--- config.mk ---
export PLATFORM = sky130hd
export DESIGN_NAME = axi4l_master
export DESIGN_NICKNAME = d
export VERILOG_FILES = /design/src/rtl/axi4l_master.sv
export SDC_FILE = /design/constraint.sdc
export NUM_CORES = 1
export LEC_CHECK = 0
export BUFFER_PORTS_ARGS = -buffer_cell sky130_fd_sc_hd__buf_2
export CAP_MARGIN = 20
export CORE_AREA = 2 2 96 167
export CTS_CLUSTER_DIAMETER = 60
export CTS_CLUSTER_SIZE = 20
export DETAILED_ROUTE_END_ITERATION = 6
export DIE_AREA = 0 0 98 169
export PLACE_DENSITY = 0.65
export SLEW_MARGIN = 20
export SYNTH_ARGS = -nofsm -noshare
export SYNTH_HDL_FRONTEND = slang
export SYNTH_SLANG_ARGS = --single-unit
--- constraint.sdc ---
create_clock -name aclk -period 1.5 [get_ports aclk]
set_clock_uncertainty 0.1 [all_clocks]
set_input_delay 0.075 -clock aclk [delete_from_list [all_inputs] [get_ports aclk]]
set_output_delay 0.075 -clock aclk [all_outputs]
set_load 0.05 [all_outputs]
--- src/rtl/axi4l_master.sv ---
// rtl/axi4l_master.sv - single-outstanding AXI4-Lite master behind a valid/ready command and response port
module axi4l_master #(
    parameter int unsigned C_DATA_WIDTH = 32,
    parameter logic [2:0]  C_PROT       = 3'b000
) (
    input  logic                      aclk,
    input  logic                      areset,
    input  logic                      cmd_valid,
    output logic                      cmd_ready,
    input  logic                      cmd_write,
    input  logic [31:0]               cmd_addr,
    input  logic [C_DATA_WIDTH-1:0]   cmd_wdata,
    input  logic [C_DATA_WIDTH/8-1:0] cmd_wstrb,
    output logic                      rsp_valid,
    input  logic                      rsp_ready,
    output logic                      rsp_write,
    output logic [C_DATA_WIDTH-1:0]   rsp_rdata,
    output logic [1:0]                rsp_resp,
    output logic [31:0]               m_axi_awaddr,
    output logic [2:0]                m_axi_awprot,
    output logic                      m_axi_awvalid,
    input  logic                      m_axi_awready,
    output logic [C_DATA_WIDTH-1:0]   m_axi_wdata,
    output logic [C_DATA_WIDTH/8-1:0] m_axi_wstrb,
    output logic                      m_axi_wvalid,
    input  logic                      m_axi_wready,
    input  logic [1:0]                m_axi_bresp,
    input  logic                      m_axi_bvalid,
    output logic                      m_axi_bready,
    output logic [31:0]               m_axi_araddr,
    output logic [2:0]                m_axi_arprot,
    output logic                      m_axi_arvalid,
    input  logic                      m_axi_arready,
    input  logic [C_DATA_WIDTH-1:0]   m_axi_rdata,
    input  logic [1:0]                m_axi_rresp,
    input  logic                      m_axi_rvalid,
    output logic                      m_axi_rready
);

    localparam int unsigned STRB_W = C_DATA_WIDTH / 8;

    typedef enum logic [2:0] {
        S_RST, S_IDLE, S_WRITE, S_WRESP, S_READ, S_RRESP, S_CMPL
    } state_t;

    state_t                    state_q, state_d;
    logic                      awvalid_q, awvalid_d;
    logic                      wvalid_q, wvalid_d;
    logic                      arvalid_q, arvalid_d;
    logic                      bready_q, bready_d;
    logic                      rready_q, rready_d;
    logic                      rsp_valid_q, rsp_valid_d;
    logic [31:0]               awaddr_q, awaddr_d;
    logic [C_DATA_WIDTH-1:0]   wdata_q, wdata_d;
    logic [STRB_W-1:0]         wstrb_q, wstrb_d;
    logic [31:0]               araddr_q, araddr_d;
    logic                      rsp_write_q, rsp_write_d;
    logic [C_DATA_WIDTH-1:0]   rsp_rdata_q, rsp_rdata_d;
    logic [1:0]                rsp_resp_q, rsp_resp_d;
    logic                      aw_done, w_done;

    always_ff @(posedge aclk) begin
        if (areset) begin
            state_q     <= S_RST;
            awvalid_q   <= 1'b0;
            wvalid_q    <= 1'b0;
            arvalid_q   <= 1'b0;
            bready_q    <= 1'b0;
            rready_q    <= 1'b0;
            rsp_valid_q <= 1'b0;
            awaddr_q    <= '0;
            wdata_q     <= '0;
            wstrb_q     <= '0;
            araddr_q    <= '0;
            rsp_write_q <= 1'b0;
            rsp_rdata_q <= '0;
            rsp_resp_q  <= '0;
        end else begin
            state_q     <= state_d;
            awvalid_q   <= awvalid_d;
            wvalid_q    <= wvalid_d;
            arvalid_q   <= arvalid_d;
            bready_q    <= bready_d;
            rready_q    <= rready_d;
            rsp_valid_q <= rsp_valid_d;
            awaddr_q    <= awaddr_d;
            wdata_q     <= wdata_d;
            wstrb_q     <= wstrb_d;
            araddr_q    <= araddr_d;
            rsp_write_q <= rsp_write_d;
            rsp_rdata_q <= rsp_rdata_d;
            rsp_resp_q  <= rsp_resp_d;
        end
    end

    always_comb begin
        state_d     = state_q;
        awvalid_d   = awvalid_q;
        wvalid_d    = wvalid_q;
        arvalid_d   = arvalid_q;
        awaddr_d    = awaddr_q;
        wdata_d     = wdata_q;
        wstrb_d     = wstrb_q;
        araddr_d    = araddr_q;
        rsp_write_d = rsp_write_q;
        rsp_rdata_d = rsp_rdata_q;
        rsp_resp_d  = rsp_resp_q;
        aw_done     = 1'b0;
        w_done      = 1'b0;

        case (state_q)
            S_RST: state_d = S_IDLE;
            S_IDLE: begin
                if (cmd_valid) begin
                    if (cmd_write) begin
                        awaddr_d  = cmd_addr;
                        wdata_d   = cmd_wdata;
                        wstrb_d   = cmd_wstrb;
                        awvalid_d = 1'b1;
                        wvalid_d  = 1'b1;
                        state_d   = S_WRITE;
                    end else begin
                        araddr_d  = cmd_addr;
                        arvalid_d = 1'b1;
                        state_d   = S_READ;
                    end
                end
            end
            S_WRITE: begin
                // AW and W complete independently; a channel already done stays done
                aw_done = !awvalid_q || m_axi_awready;
                w_done  = !wvalid_q || m_axi_wready;
                if (awvalid_q && m_axi_awready) awvalid_d = 1'b0;
                if (wvalid_q && m_axi_wready)   wvalid_d  = 1'b0;
                if (aw_done && w_done)          state_d   = S_WRESP;
            end
            S_WRESP: begin
                if (m_axi_bvalid) begin
                    rsp_write_d = 1'b1;
                    rsp_rdata_d = '0;
                    rsp_resp_d  = m_axi_bresp;
                    state_d     = S_CMPL;
                end
            end
            S_READ: begin
                if (m_axi_arready) begin
                    arvalid_d = 1'b0;
                    state_d   = S_RRESP;
                end
            end
            S_RRESP: begin
                if (m_axi_rvalid) begin
                    rsp_write_d = 1'b0;
                    rsp_rdata_d = m_axi_rdata;
                    rsp_resp_d  = m_axi_rresp;
                    state_d     = S_CMPL;
                end
            end
            S_CMPL: begin
                if (rsp_ready) state_d = S_IDLE;
            end
            default: state_d = S_RST;
        endcase

        // Channel readies and rsp_valid are registered copies of the next state
        bready_d    = (state_d == S_WRESP);
        rready_d    = (state_d == S_RRESP);
        rsp_valid_d = (state_d == S_CMPL);
    end

    assign cmd_ready     = (state_q == S_IDLE);
    assign rsp_valid     = rsp_valid_q;
    assign rsp_write     = rsp_write_q;
    assign rsp_rdata     = rsp_rdata_q;
    assign rsp_resp      = rsp_resp_q;
    assign m_axi_awaddr  = awaddr_q;
    assign m_axi_awprot  = C_PROT;
    assign m_axi_awvalid = awvalid_q;
    assign m_axi_wdata   = wdata_q;
    assign m_axi_wstrb   = wstrb_q;
    assign m_axi_wvalid  = wvalid_q;
    assign m_axi_bready  = bready_q;
    assign m_axi_araddr  = araddr_q;
    assign m_axi_arprot  = C_PROT;
    assign m_axi_arvalid = arvalid_q;
    assign m_axi_rready  = rready_q;

endmodule

==> results of run 1 <==
-- cell families (layout without fill, tap and decap cells) --
| kind of cell | after synthesis | in the layout | share of synthesized area, % |
|---|---|---|---|
| compound gates | 148 | 148 | 14.7 |
| buf+inv | 58 | 430 | 5.60 |
| flops | 144 | 144 | 55.2 |
| mux | 2 | 2 | 0.383 |
| other cells | 1 | 6 | 0.0718 |
| simple gates | 301 | 301 | 24.1 |
-- per-stage QoR --
step	cells	TNS, ns	total power [mW]	setup slack (ns)
2_1_floorplan	659	-28.40	4.93	-0.333
3_3_place_gp	1072	-0.0641	5.37	-0.0475
3_5_place_dp	1072	-0.561	5.38	-0.0447
4_1_cts	1213	-0.154	9.96	-0.0240
5_1_grt	1217	-7.48	10.3	-0.116
6_report	1217	-0.0478	9.93	-0.0294
-- final cells by class --
type                       count  share of cell area (%)
clock inverter                13                    1.84
sequential                   144                    33.1
multi-input combinational    457                    24.7
timing repair buffer         399                    32.6
clock buffer                  18                    5.03
tap                          186                    2.67
-- routing by layer --
| metal | vias up | wire [microns] |
|---|---|---|
| met2 | 249 | 9690 |
| met3 | 56 | 996 |
| met1 | 2681 | 6710 |
| li1 | 2862 | - |
| met4 | 0 | 786 |
| met5 | - | 0 |
-- Yosys cell counts (2+ instances only) --
cell type	number	share of area, %
buf_2	18	1.7
buf_1	3	0.22
mux2i_1	2	0.38
nand2b_1	3	0.36
buf_4	8	1.1
nand3_1	34	3.3
nor2_1	8	0.57
o21ai_0	3	0.29
a31oi_1	2	0.24
nor3b_1	3	0.43
nand2_1	238	17
buf_6	3	0.65
a211oi_1	2	0.29
dfxtp_1	144	55
a21oi_1	136	13
nor3_1	3	0.29
and3b_1	5	0.84
clkbuf_1	26	1.9
-- power by group --
group | switching [mW] | total, mW | internal, mW | leakage (nW)
Clock | 1.64 | 4.30 | 2.66 | 0.293
Combinational | 0.987 | 1.62 | 0.633 | 2.38
Sequential | 0.0613 | 4.01 | 3.95 | 1.17
Total | 2.69 | 9.93 | 7.24 | 3.84
-- final timing paths --
| path | to | slack (ns) | cells past startpoint |
|---|---|---|---|
| hold / removal | state_q[0]$_SDFF_PP0_ | 0.14 | 4 |
| setup reg to reg | rsp_valid$_SDFF_PP0_ | -0.03 | 6 |
| setup / recovery | rsp_valid$_SDFF_PP0_ | -0.03 | 6 |
| hold reg to reg | rsp_rdata[29]$_SDFFE_PP0P_ | 0.35 | 2 |
-- sequential cells by signal, indices dropped and copies added, names as in the netlist, 2 cells and up --
signal and count:
m_axi_awaddr 32, m_axi_wstrb 4, rsp_rdata 32, m_axi_araddr 32, state_q 3, m_axi_wdata 32
rsp_resp 2
-- worst reg2reg max path: cells and delay by family, from the launching register on --
kind                   cells  cell delay, ns
AO/OA/AOI/OAI              1            0.18
flip-flops                 1            0.34
buffers and inverters      2            0.31
AND/OR/NAND/NOR            3            0.52
-- what timing repair did --
| item | 4_1_cts | 5_1_grt |
|---|---|---|
| gates cloned | 0 | 4 |
| hold buffers | 110 | 0 |
| resized for setup | 8 | 27 |
| pin swaps | 1 | 4 |
| endpoints found under the hold margin | 142 | 0 |
| setup endpoints to repair | 87 | 136 |
==> reports/qor.yml, run 1 <==
setup_path:
  cp.required_ns: 1.71
  path_delay_family: "simple AND/OR/NAND/NOR gates"
  cp_cell_sequence: "buf_4 > and4b_1 > a31oi_1 > buf_4 > nand2_1 > nor4_4"
  cp-startpoint: "state_q[0]$_SDFF_PP0_"
  critPathLaunchType: "flop"
  cp_num_buf_inv: 2
  rr_startpoint: "state_q[0]$_SDFF_PP0_"
  slowest_delay_ns: 0.34
  end_kind: "flop"
  arrival_ns: 1.74
  crit_path_frequent_cell: "buf_4"
  crit_type: "reg2reg"
  cp_max_fo: 10
  crit_path_top_delay_cell: "dfxtp_2"
clock_tree:
  cts_root_buf: "clkbuf_16"
  insertion_delay_ns: 0.41
  cts_made_buffers: 17
  post_cts_buffers: 0
  clk_pin_slew_worst_paths_ns: 0.05
  cts_buffer_depth: 2
  cts_tree: "yes"
  clkSinkCount: 144
  cts_max_level: 4
timing:
  timing.final.crit_share_pct: 102
  setup_ws_ns: -0.0294
  setup_violations: 6
  rsz0062_at_grt: "yes"
  hold_slack_ns: 0.142
  layout_min_cycle_time_ns: 1.53
  fmax_mhz: 654
  drv_slew: 0
  final-hold-violation-count: 0
final_layout:
  diodes: 0
  final_core_util_pct: 57.3
  design_area_sq_um: 8730
  nFillCells: 1355
  final_cell_mix: "253 x buf_2, 238 x nand2_1, 141 x dfxtp_1"
  layout-drive-gt1-share_pct: 33.0
  final_common_cell: "buf_2"
  multi_input_area_sq_um: 2160
  synthToLayoutAreaGrowth_pct: 67.0
  area.sequential_sq_um: 2890
  final_nets: 1133
status:
  violations: "setup timing"
  outcome: "finished with violations"
hold_path:
  min_path_type: "in2reg"
  hp-start: "cmd_valid"
global_route:
  grt_util_met3_pct: 4.42
  grt_max_degree: 78
  grt_pass1_vias: 5638
  grt-ovfl-total: 0
  grt_pass1_wl_mm: 27.2
  globalRouteMet2Util_pct: 37.1
  grt_usage_pct: 20.3
  gr-usage-met1_pct: 21.1
  antenna_found_initial: 0
  busiest_layer: "met2"
place:
  placed_area_sq_um: 6790
  dp_hpwl_mm: 11.2
  gp_congestion: 0.801
  port_buffers: 255
power_and_ir_drop:
  p_leak_nw: 3.84
  peakVddDrop_mv: 0.687
  powerDensity_nw_per_um2: 1140
route:
  detail_route.wl_per_cell_microns: 14.9
  ant_nets: 0
  first_pass_iters: 5
  route.detailed.drc: 0
  via_per_inst: 4.81
  routed_wl_mm: 18.2
  vias: 5848
  drtIter0Drc: 205
logic_synthesis:
  ys_ff_latch: 144
  synthesis.area_sq_um: 5230
  syn_avg_cell_area_sq_um: 7.99
  ys_seq_area_share_pct: 55.2
  synth_edf_count: 0
  synth_flop_cell: "dfxtp_1"
  synth_cells: 654
  ys_warn_count: 0
  async_flop_share_pct: 0
  synth_cell_type_count: 31
die:
  dieHeight_microns: 169
  rows: 60
  die_width_microns: 98
  initial_core_util_pct: 34.3
  die_area_sq_um: 16600
  core_area_sq_um: 15200
  ioPinCount: 262
run:
  cap_violations: 0
(Power assumes the default switching activity.)
==> inputs of run 2 (changes only) <==
--- a/config.mk
+++ b/config.mk
@@ -12,8 +12,11 @@
 export CTS_CLUSTER_SIZE = 20
 export DETAILED_ROUTE_END_ITERATION = 6
 export DIE_AREA = 0 0 98 169
+export HOLD_SLACK_MARGIN = 0.12
 export PLACE_DENSITY = 0.65
+export SKIP_LAST_GASP = 1
 export SLEW_MARGIN = 20
 export SYNTH_ARGS = -nofsm -noshare
 export SYNTH_HDL_FRONTEND = slang
 export SYNTH_SLANG_ARGS = --single-unit
+export TNS_END_PERCENT = 5
==> reports/qor.yml, run 2 (same netlist as run 1, synthesis figures left out) <==
power_and_ir_drop:
  p_leak_nw: 3.95  # +2.8%
  p_sw_share_pct: 26.7  # -0.35 points
  p_int_mw: 7.39  # +2.1%
  pwr-share-comb_pct: 16.3  # about the same
  pwr-share-seq_pct: 39.8  # -0.6 points
  clkPwrFrac_pct: 43.9  # +0.6 points
  powerDensity_nw_per_um2: 1130  # -0.85%
  switchingPower_mw: 2.70  # +0.28%
  peakVddDrop_mv: 0.905  # +32%
die:
  dieHeight_microns: 169  # unchanged
  die_area_sq_um: 16600  # unchanged
  die_width_microns: 98  # unchanged
  rows: 60  # unchanged
  initial_core_util_pct: 34.3  # unchanged
  ioPinCount: 262  # unchanged
  core_area_sq_um: 15200  # unchanged
route:
  detail_route.wl_per_cell_microns: 15.3  # +2.4%
  route.detailed.drc: 0  # unchanged
  first_pass_iters: 6  # +1
  drtIter0Drc: 201  # -2.0%
  ant_nets: 0  # unchanged
  vias: 5977  # +2.2%
  via_per_inst: 4.86  # +1.2%
  routed_wl_mm: 18.8  # +3.4%
status:
  outcome: "finished with violations"
  violations: "setup timing"
clock_tree:
  insertion_delay_ns: 0.40  # about the same
  clkSinkCount: 144  # unchanged
  cts_tree: "yes"
  cts_max_level: 4  # unchanged
  cts_buffer_depth: 2  # unchanged
  clk_pin_slew_worst_paths_ns: 0.06  # about the same
  cts_made_buffers: 17  # unchanged
  cts_root_buf: "clkbuf_16"
timing:
  setup_ws_ns: -0.175  # -0.146 ns
  setup_violations: 71  # +65
  timing.final.crit_share_pct: 112  # +9.7 points
  layout_min_cycle_time_ns: 1.68  # +0.146 ns
  rsz0062_at_grt: "yes"
  drv_slew: 0  # unchanged
  final-hold-violation-count: 0  # unchanged
  fmax_mhz: 597  # -8.7%
setup_path:
  crit_path_frequent_cell: "buf_6"
  slowest_delay_ns: 0.37  # +0.03 ns
  cp_max_fo: 8  # -2
  critPathLaunchType: "flop"
  arrival_ns: 1.90  # +0.16 ns
  cp_cell_sequence: "buf_6 > and3b_2 > buf_6 > o21ai_4 > clkbuf_16 > nand2_1 > a21oi_1"
  crit_type: "reg2reg"
  cp.required_ns: 1.73  # +0.02 ns
  end_kind: "flop"
  cp_num_buf_inv: 3  # +1
  path_delay_family: "buffers and inverters"
  crit_path_top_delay_cell: "dfxtp_4"
global_route:
  grt_usage_pct: 20.0  # -0.28 points
  grt_pass1_vias: 5597  # -0.73%
  grt_max_degree: 63  # -19%
  gr-usage-met1_pct: 21.4  # +0.23 points
  grt_pass1_wl_mm: 27.1  # -0.58%
  busiest_layer: "met2"
  globalRouteMet2Util_pct: 36.9  # -0.24 points
  grt_util_met3_pct: 4.00  # -0.41 points
  grt-ovfl-total: 0  # unchanged
  antenna_found_initial: 0  # unchanged
final_layout:
  fin_cells: 1229  # +0.99%
  final_common_cell: "buf_2"
  synthToLayoutAreaGrowth_pct: 71.1
  final_nets: 1145  # +1.1%
  final_cell_mix: "253 x buf_2, 230 x nand2_1, 141 x dfxtp_1"
  nFillCells: 1323  # -2.4%
  layout-drive-gt1-share_pct: 34.9  # +1.9 points
  design_area_sq_um: 8940  # +2.5%
  diodes: 0  # unchanged
hold_path:
  min_path_type: "in2reg"
run:
  cap_violations: 0  # unchanged
place:
  port_buffers: 255  # unchanged
  dp_cells: 1074  # +0.19%
  gp_congestion: 0.805  # +0.47%
  placed_area_sq_um: 6830  # +0.59%
  dp_hpwl_mm: 11.0  # -1.0%
[run 2: cell types whose count changed in the layout (fill, tap and decap cells not counted), moves of 4 or more]
cell     previous run  this run
nand2_1           238       230
buf_4              16        23
a21oi_1           131       126
a21oi_2             5        10
nand2_2             0         4
nand2_4             0         4
[run 2: power by group through the flow]
| stage | logic, mW | clock network, mW | registers [mW] |
|---|---|---|---|
| after floorplan | 0.437 | 0 | 4.48 |
| after global placement | 1.28 | 0 | 4.09 |
| after detailed placement | 1.28 | 0 | 4.09 |
| after CTS | 1.53 | 4.54 | 4.01 |
| after global routing | 1.74 | 4.67 | 4.02 |
| final | 1.65 | 4.43 | 4.01 |
[run 2: path summary, 6_finish.rpt]
| check | endpoint | slack (ns) | cells after the start | startpoint |
|---|---|---|---|---|
| worst min-delay path | m_axi_wvalid$_SDFFE_PP0P_ | 0.14 | 4 | cmd_write |
| worst max register to register | rsp_rdata[0]$_SDFFE_PP0P_ | -0.18 | 7 | state_q[1]$_SDFF_PP0_ |
| worst min register to register | rsp_rdata[17]$_SDFFE_PP0P_ | 0.35 | 2 | rsp_rdata[17]$_SDFFE_PP0P_ |
| worst max-delay path | rsp_rdata[0]$_SDFFE_PP0P_ | -0.18 | 7 | state_q[1]$_SDFF_PP0_ |
[run 2: stage by stage]
| step | power (mW) | setup WS [ns] | hold WS, ns | TNS [ns] | utilization [%] |
|---|---|---|---|---|---|
| after floorplan | 4.92 | -0.333 | 0.111 | -30.60 | - |
| after global placement | 5.37 | -0.117 | 0.216 | -6.63 | 44.8 |
| after detailed placement | 5.38 | -0.136 | 0.222 | -8.93 | 44.8 |
| after CTS | 10.1 | -0.0701 | 0.125 | -2.57 | 56.4 |
| after global routing | 10.4 | -0.228 | 0.159 | -13.61 | 58.7 |
| final | 10.1 | -0.175 | 0.140 | -5.35 | 58.7 |
[run 2: worst register-to-register path, stage by stage, from the launching register on]
cell and delay (ns):
dfxtp_4 0.37, buf_6 0.11, and3b_2 0.20, buf_6 0.12, o21ai_4 0.26, clkbuf_16 0.23
nand2_1 0.06, a21oi_1 0.16
[run 2: timing repair]
item	in CTS	in global routing
setup buffers	0	6
cloned	0	7
endpoints found under the hold margin	144	0
hold buffers	111	0
gates resized for setup	9	42
endpoints found under the setup margin	142	141
pin swaps	1	14
[run 2: metal layers]
layer	share of wire [%]	routed length (microns)
met3	5.2	970
met1	37	6860
met2	54	10100
met4	4.7	893
met5	0	0
[run 2: area by class of cell]
| class | instances | area (sq um) | area share (%) |
|---|---|---|---|
| multi-input cells | 457 | 2210 | 24.7 |
| well taps | 186 | 233 | 2.60 |
| clock buffers | 18 | 429 | 4.80 |
| clock inverters | 13 | 185 | 2.07 |
| repair buffers | 411 | 2990 | 33.5 |
| flip-flops and latches | 144 | 2890 | 32.3 |
